**src/rtl/motor_pkg.sv**
```systemverilog
// Shared encodings for the motor PWM drive: drive states, DIR steering codes,
// H-bridge input codes, and the DIR decode helper.
package motor_pkg;

  localparam logic [1:0] ST_STOP   = 2'b00;
  localparam logic [1:0] ST_FWD    = 2'b01;
  localparam logic [1:0] ST_VEER_L = 2'b10;
  localparam logic [1:0] ST_VEER_R = 2'b11;

  localparam logic [3:0] DIR_FWD    = 4'b0000;
  localparam logic [3:0] DIR_VEER_L = 4'b0101;
  localparam logic [3:0] DIR_VEER_R = 4'b1001;
  localparam logic [3:0] DIR_STOP   = 4'b1111;

  localparam logic [1:0] HB_FWD   = 2'b10;
  localparam logic [1:0] HB_BRAKE = 2'b11;

  typedef struct packed {
    logic [1:0] state;
    logic [7:0] tgt_l;
    logic [7:0] tgt_r;
  } decode_t;

  // Anything other than the three run codes brakes, including DIR_STOP itself.
  function automatic decode_t decode_dir(input logic [3:0] dir,
                                         input logic [7:0] full,
                                         input logic [7:0] veer);
    decode_t d;
    d = '{state: ST_STOP, tgt_l: 8'd0, tgt_r: 8'd0};
    case (dir)
      DIR_FWD:    d = '{state: ST_FWD,    tgt_l: full, tgt_r: full};
      DIR_VEER_L: d = '{state: ST_VEER_L, tgt_l: veer, tgt_r: full};
      DIR_VEER_R: d = '{state: ST_VEER_R, tgt_l: full, tgt_r: veer};
      default:    d = '{state: ST_STOP,   tgt_l: 8'd0, tgt_r: 8'd0};
    endcase
    return d;
  endfunction

endpackage

```
**src/rtl/duty_ramp.sv**
```systemverilog
// One channel's duty register: saturating step toward target at each PWM wrap,
// forced to zero on stop. MOTOR_RAMP_EN selects stepped ramp; otherwise direct load.
module duty_ramp
  import motor_pkg::*;
#(
  parameter int RAMP_STEP = 16
) (
  input  logic       clk,
  input  logic       rst_n,
  input  logic       wrap,
  input  logic       stop,
  input  logic [7:0] target,
  output logic [7:0] duty,
  output logic       at_target
);

`ifdef MOTOR_RAMP_EN
  localparam logic [9:0] STEP = 10'(RAMP_STEP);
`else
  // Any step of 256 or more saturates in one wrap, so direct load is a very wide step.
  localparam logic [9:0] STEP = 10'(RAMP_STEP + 256);
`endif

  logic [9:0] tgt_w;
  logic [9:0] up_sum;
  logic [9:0] dn_diff;
  logic [7:0] duty_next;

  always_comb begin
    tgt_w     = {2'b00, target};
    up_sum    = {2'b00, duty} + STEP;
    dn_diff   = {2'b00, duty} - STEP;
    duty_next = duty;
    if (duty < target) begin
      duty_next = (up_sum > tgt_w) ? target : up_sum[7:0];
    end else if (duty > target) begin
      // dn_diff[9] set means the subtraction went below zero.
      duty_next = (dn_diff[9] || (dn_diff < tgt_w)) ? target : dn_diff[7:0];
    end
  end

  always_ff @(posedge clk or negedge rst_n) begin
    if (!rst_n) begin
      duty <= 8'd0;
    end else if (stop) begin
      duty <= 8'd0;
    end else if (wrap) begin
      duty <= duty_next;
    end
  end

  assign at_target = (duty == target);

endmodule

```
**src/rtl/motor_pwm_drive.sv**
```systemverilog
// Left/right H-bridge PWM drive from the registered DIR steering code, with soft
// duty changes at PWM wraps and immediate braking. Optional macro: MOTOR_RAMP_EN.
module motor_pwm_drive
  import motor_pkg::*;
#(
  parameter int PRESCALE  = 4,
  parameter int FULL_DUTY = 255,
  parameter int VEER_DUTY = 96,
  parameter int RAMP_STEP = 16
) (
  input  logic       clk,
  input  logic       rst_n,
  input  logic [3:0] DIR,
  output logic       L_PWM,
  output logic       R_PWM,
  output logic [1:0] L_IN,
  output logic [1:0] R_IN,
  output logic [1:0] STATE,
  output logic       AT_SPEED
);

  localparam int PW = (PRESCALE > 1) ? $clog2(PRESCALE) : 1;
  localparam logic [PW-1:0] PS_LAST = PW'(PRESCALE - 1);

  logic [3:0]    dir_q;
  logic [PW-1:0] ps_cnt;
  logic [7:0]    pwm_cnt;
  logic          tick;
  logic          wrap;
  logic [1:0]    state_q;
  decode_t       dec;
  logic          stop_now;
  logic [7:0]    duty_l;
  logic [7:0]    duty_r;
  logic          at_l;
  logic          at_r;
  logic          l_pwm_q;
  logic          r_pwm_q;
  logic          at_speed_q;

  always_ff @(posedge clk or negedge rst_n) begin
    if (!rst_n) begin
      dir_q <= DIR_STOP;
    end else begin
      dir_q <= DIR;
    end
  end

  assign tick = (ps_cnt == PS_LAST);
  assign wrap = tick && (pwm_cnt == 8'hFF);

  always_ff @(posedge clk or negedge rst_n) begin
    if (!rst_n) begin
      ps_cnt  <= '0;
      pwm_cnt <= 8'd0;
    end else begin
      ps_cnt <= tick ? '0 : ps_cnt + PW'(1);
      if (tick) begin
        pwm_cnt <= pwm_cnt + 8'd1;
      end
    end
  end

  assign dec      = decode_dir(dir_q, 8'(FULL_DUTY), 8'(VEER_DUTY));
  assign stop_now = (dec.state == ST_STOP) && (state_q != ST_STOP);

  // STOP acts at once; run states only change at a period boundary.
  always_ff @(posedge clk or negedge rst_n) begin
    if (!rst_n) begin
      state_q <= ST_STOP;
    end else if (stop_now) begin
      state_q <= ST_STOP;
    end else if (wrap) begin
      state_q <= dec.state;
    end
  end

  duty_ramp #(.RAMP_STEP(RAMP_STEP)) u_ramp_l (
    .clk       (clk),
    .rst_n     (rst_n),
    .wrap      (wrap),
    .stop      (stop_now),
    .target    (dec.tgt_l),
    .duty      (duty_l),
    .at_target (at_l)
  );

  duty_ramp #(.RAMP_STEP(RAMP_STEP)) u_ramp_r (
    .clk       (clk),
    .rst_n     (rst_n),
    .wrap      (wrap),
    .stop      (stop_now),
    .target    (dec.tgt_r),
    .duty      (duty_r),
    .at_target (at_r)
  );

  // The PWM registers are forced low on the same edge that zeroes the duties.
  always_ff @(posedge clk or negedge rst_n) begin
    if (!rst_n) begin
      l_pwm_q    <= 1'b0;
      r_pwm_q    <= 1'b0;
      at_speed_q <= 1'b0;
    end else begin
      l_pwm_q    <= stop_now ? 1'b0 : (pwm_cnt < duty_l);
      r_pwm_q    <= stop_now ? 1'b0 : (pwm_cnt < duty_r);
      at_speed_q <= at_l && at_r && (state_q != ST_STOP);
    end
  end

  assign L_PWM    = l_pwm_q;
  assign R_PWM    = r_pwm_q;
  assign STATE    = state_q;
  assign AT_SPEED = at_speed_q;
  assign L_IN     = (state_q == ST_STOP) ? HB_BRAKE : HB_FWD;
  assign R_IN     = (state_q == ST_STOP) ? HB_BRAKE : HB_FWD;

endmodule

```
**config.mk**
```make
export PLATFORM = sky130hd
export DESIGN_NAME = motor_pwm_drive
export DESIGN_NICKNAME = d
export VERILOG_FILES = /design/src/rtl/motor_pkg.sv /design/src/rtl/duty_ramp.sv /design/src/rtl/motor_pwm_drive.sv
export SDC_FILE = /design/constraint.sdc
export NUM_CORES = 1
export LEC_CHECK = 0
export BUFFER_PORTS_ARGS = -buffer_cell sky130_fd_sc_hd__clkbuf_2
export CORE_ASPECT_RATIO = 0.7
export CORE_MARGIN = 1.5
export CORE_UTILIZATION = 31
export DETAILED_ROUTE_END_ITERATION = 8
export GPL_TIMING_DRIVEN = 0
export SKIP_CTS_REPAIR_TIMING = 1
export SYNTH_ARGS = -nofsm -noshare
export SYNTH_HDL_FRONTEND = slang
export SYNTH_SLANG_ARGS = --single-unit
```
**constraint.sdc**
```tcl
create_clock -name clk -period 3 [get_ports clk]
set_input_delay 0.6 -clock clk [delete_from_list [all_inputs] [get_ports clk]]
set_output_delay 0.6 -clock clk [all_outputs]
set_load 0.03 [all_outputs]
```
==> qor.txt <==
Post-synth EDFFs = 0
Crit path kind = register to register
FMAX = 352 MHz
Combinational Power Share = 10.8%
Total gr overflow = 0
H-tree depth = 2
Largest net degree at the start of global routing = 30
Outcome = completed
Final WL = 4.53 mm
Area after DPL = 2350 um^2
Switching part of the total = 23.8%
Synth Area in Compound Gates = 18.5%
Initial DRC Count = 103
Total track usage = 12.5%
Row cnt = 25
Port Buffer Count = 12
Max-Cap Viols = 0
Ys Warns = 0
CP Capture Type = register
P&R area growth vs syn = 18.5%
Int Power = 709 uW
Vias in the first global route = 1,438
Final instance area = 2570 um^2
Post-Synth Simple-Gate Area = 14.2%
Clock Skew = 0.00608 ns
CTS Sinks = 29
Worst path required time = 3.14 ns
Reg power frac = 42.9%
Cell Pwr Density = 361 nW/um^2
Worst EP arrival = 2.98 ns
Peak supply drop = 0.000191 V
GP Congestion = 0.924
Max clock buf depth = 2
Sequential element share of the synthesized area = 33.6%
ANT cells = 0
Gate count of the mapped netlist = 219
Final setup viols = 0
Synth Area in Adders = 19.6%
Register bit total from synthesis = 29
Initial Util = 32.2%
Pleak = 0.00117 uW
HPWL Detailed = 3.31 mm
Flop-to-flop setup slack = 0.16 ns
Reg2reg path depth = 13
Via count = 1,662
Ys flop type = dfrtp_1
Layout cells sized above 1 = 20.3%
First-pass GRT wire length = 7.19 mm
Setup crit end = u_ramp_l.duty[5]$_DFFE_PN0P_
Fin util = 38.1%
Clk slew on worst S/H paths = 0.07 ns
I/O Pins = 15
Commonest non-fill, non-tap cell in the layout = ha_1
Clock power share = 46.3%
Reported net switching power = 221 uW
WHS = 0.384 ns
Die Area = 7530 um^2
CTS Root Cell = clkbuf_8
Die width = 103 um
CTS buffer count = 5
Commonest non-fill, non-tap cells in the layout = ha_1 (32), dfrtp_1 (25), inv_1 (15), clkbuf_2 (12), buf_4 (11)
Crit-path max FO = 9
Hold crit path type = input port to asynchronous set/reset pin
Synth async-reset ratio = 100%
Clock latency on the worst-skew pair = 0.28 ns
CTS tree = built
Worst r2r src = dir_q[0]$_DFF_PN1_
Max Slew Vio Count = 0
Worst R2R End = u_ramp_l.duty[5]$_DFFE_PN0P_
Worst-margin pin slew = 0.842 ns
Core ar. = 6760 um^2
Antenna violations before repair = 0
Residual DRC = 0
Yosys cell types = 52
ANT nets after route = 0
Final Hold Viols = 0
Largest family of logic cells by synthesized area = adder cells
Final min period = 2.84 ns
Avg Cell Area, Syn = 9.92 um^2
Mapped Area = 2170 um^2
Synth Area in XOR/XNOR = 5.64%
Die Ht = 73.1 um
Slew headroom = 43.3%
Setup ws final = 0.160 ns
Worst Setup Start Kind = register
Multiplexer share of the synthesized area = 2.82%
Nets@finish = 285
Crit path from = dir_q[0]$_DFF_PN1_
Routed len/inst = 13.3 um
Tcrit/Tclk final = 94.7%
DP Worst Slack = -0.0990 ns
Via density = 4.89
Pre-antenna DRT Iters = 4
[sequential cells by signal, indices dropped and copies added (netlist names)]
register       cells
u_ramp_r.duty      5
R_PWM              1
dir_q              4
pwm_cnt            8
L_PWM              1
STATE              2
ps_cnt             2
u_ramp_l.duty      5
AT_SPEED           1
[per-stage QoR]
stage | instances | power [uW] | TNS (ns)
after global placement | 326 | 491 | -0.0991
after CTS | 334 | 923 | -0.251
after floorplan | 220 | 467 | 0
after global routing | 340 | 970 | -0.00547
after detailed placement | 326 | 492 | -0.197
final | 340 | 930 | 0
[logic make-up (layout without fill, tap and decap cells)]
kind of cell	count (synthesis)	count (layout)
AOI/OAI and AO/OA	56	56
and+or+nand+nor	53	53
adders and majority gates	34	34
DFF	29	29
buffers and inverters	26	52
xor gates and xnor gates	14	14
muxes	6	6
other	1	2
[how the worst min path moves through the flow]
stage                          end  slack [ns]  depth (start not counted)
4_1_cts         dir_q[1]$_DFF_PN1_        0.39                          1
2_1_floorplan   AT_SPEED$_DFF_PN0_        0.30                          0
3_5_place_dp   ps_cnt[0]$_DFF_PN0_        0.42                          1
5_1_grt         dir_q[2]$_DFF_PN1_        0.38                          1
3_3_place_gp   ps_cnt[0]$_DFF_PN0_        0.41                          1
6_report        AT_SPEED$_DFF_PN0_        0.38                          1
[power groups by stage]
| stage | sequential [uW] | clock (uW) | combinational [uW] |
|---|---|---|---|
| after CTS | 399 | 438 | 85.7 |
| after global routing | 400 | 460 | 110 |
| after global placement | 406 | 0 | 84.4 |
| after floorplan | 406 | 0 | 60.8 |
| final | 399 | 430 | 100 |
| after detailed placement | 406 | 0 | 85.4 |
[layout make-up]
class / instances / area, um^2
sequential: 29 / 731
tap: 94 / 118
multi-input combinational: 165 / 1380
timing repair buffer: 19 / 113
inverter: 17 / 68.8
fill: 710 / 4180
buffer: 8 / 45.0
clock buffer: 7 / 86.3
clock inverter: 1 / 30.0
[critical path, cell delays in order (launching register included)]
cell and delay [ns]:
dfstp_2 0.39, or4_4 0.54, o21ai_4 0.12, buf_4 0.17
inv_6 0.05, ha_1 0.30, o21ai_1 0.09, o21bai_1 0.08
a21oi_1 0.14, a31oi_1 0.08, nor4b_4 0.32, buf_4 0.15
mux2i_1 0.20, o31ai_2 0.07
[Yosys cell counts, drive strengths merged, types with 6 or more instances]
master  count  share of area (%)
nand3      10                2.3
a211oi      6                2.1
a21o        9                3.1
xnor2       7                2.8
a21oi       8                2.0
nand2       9                1.6
xor2        7                2.8
o21ai      11                3.1
nor2        9                1.6
ha         34                 20
dfrtp      25                 29
inv        17                3.2
[layer usage]
metal / global-route usage, % / routed length (um) / vias up
li1: - / - / 841
met1: 19.6 / 2550 / 801
met2: 17.1 / 1840 / 20
met3: 3.45 / 141 / 0
met4: 1.80 / 0 / 0
met5: 0 / 0 / -
No activity file was read; power rests on OpenSTA's default activity.
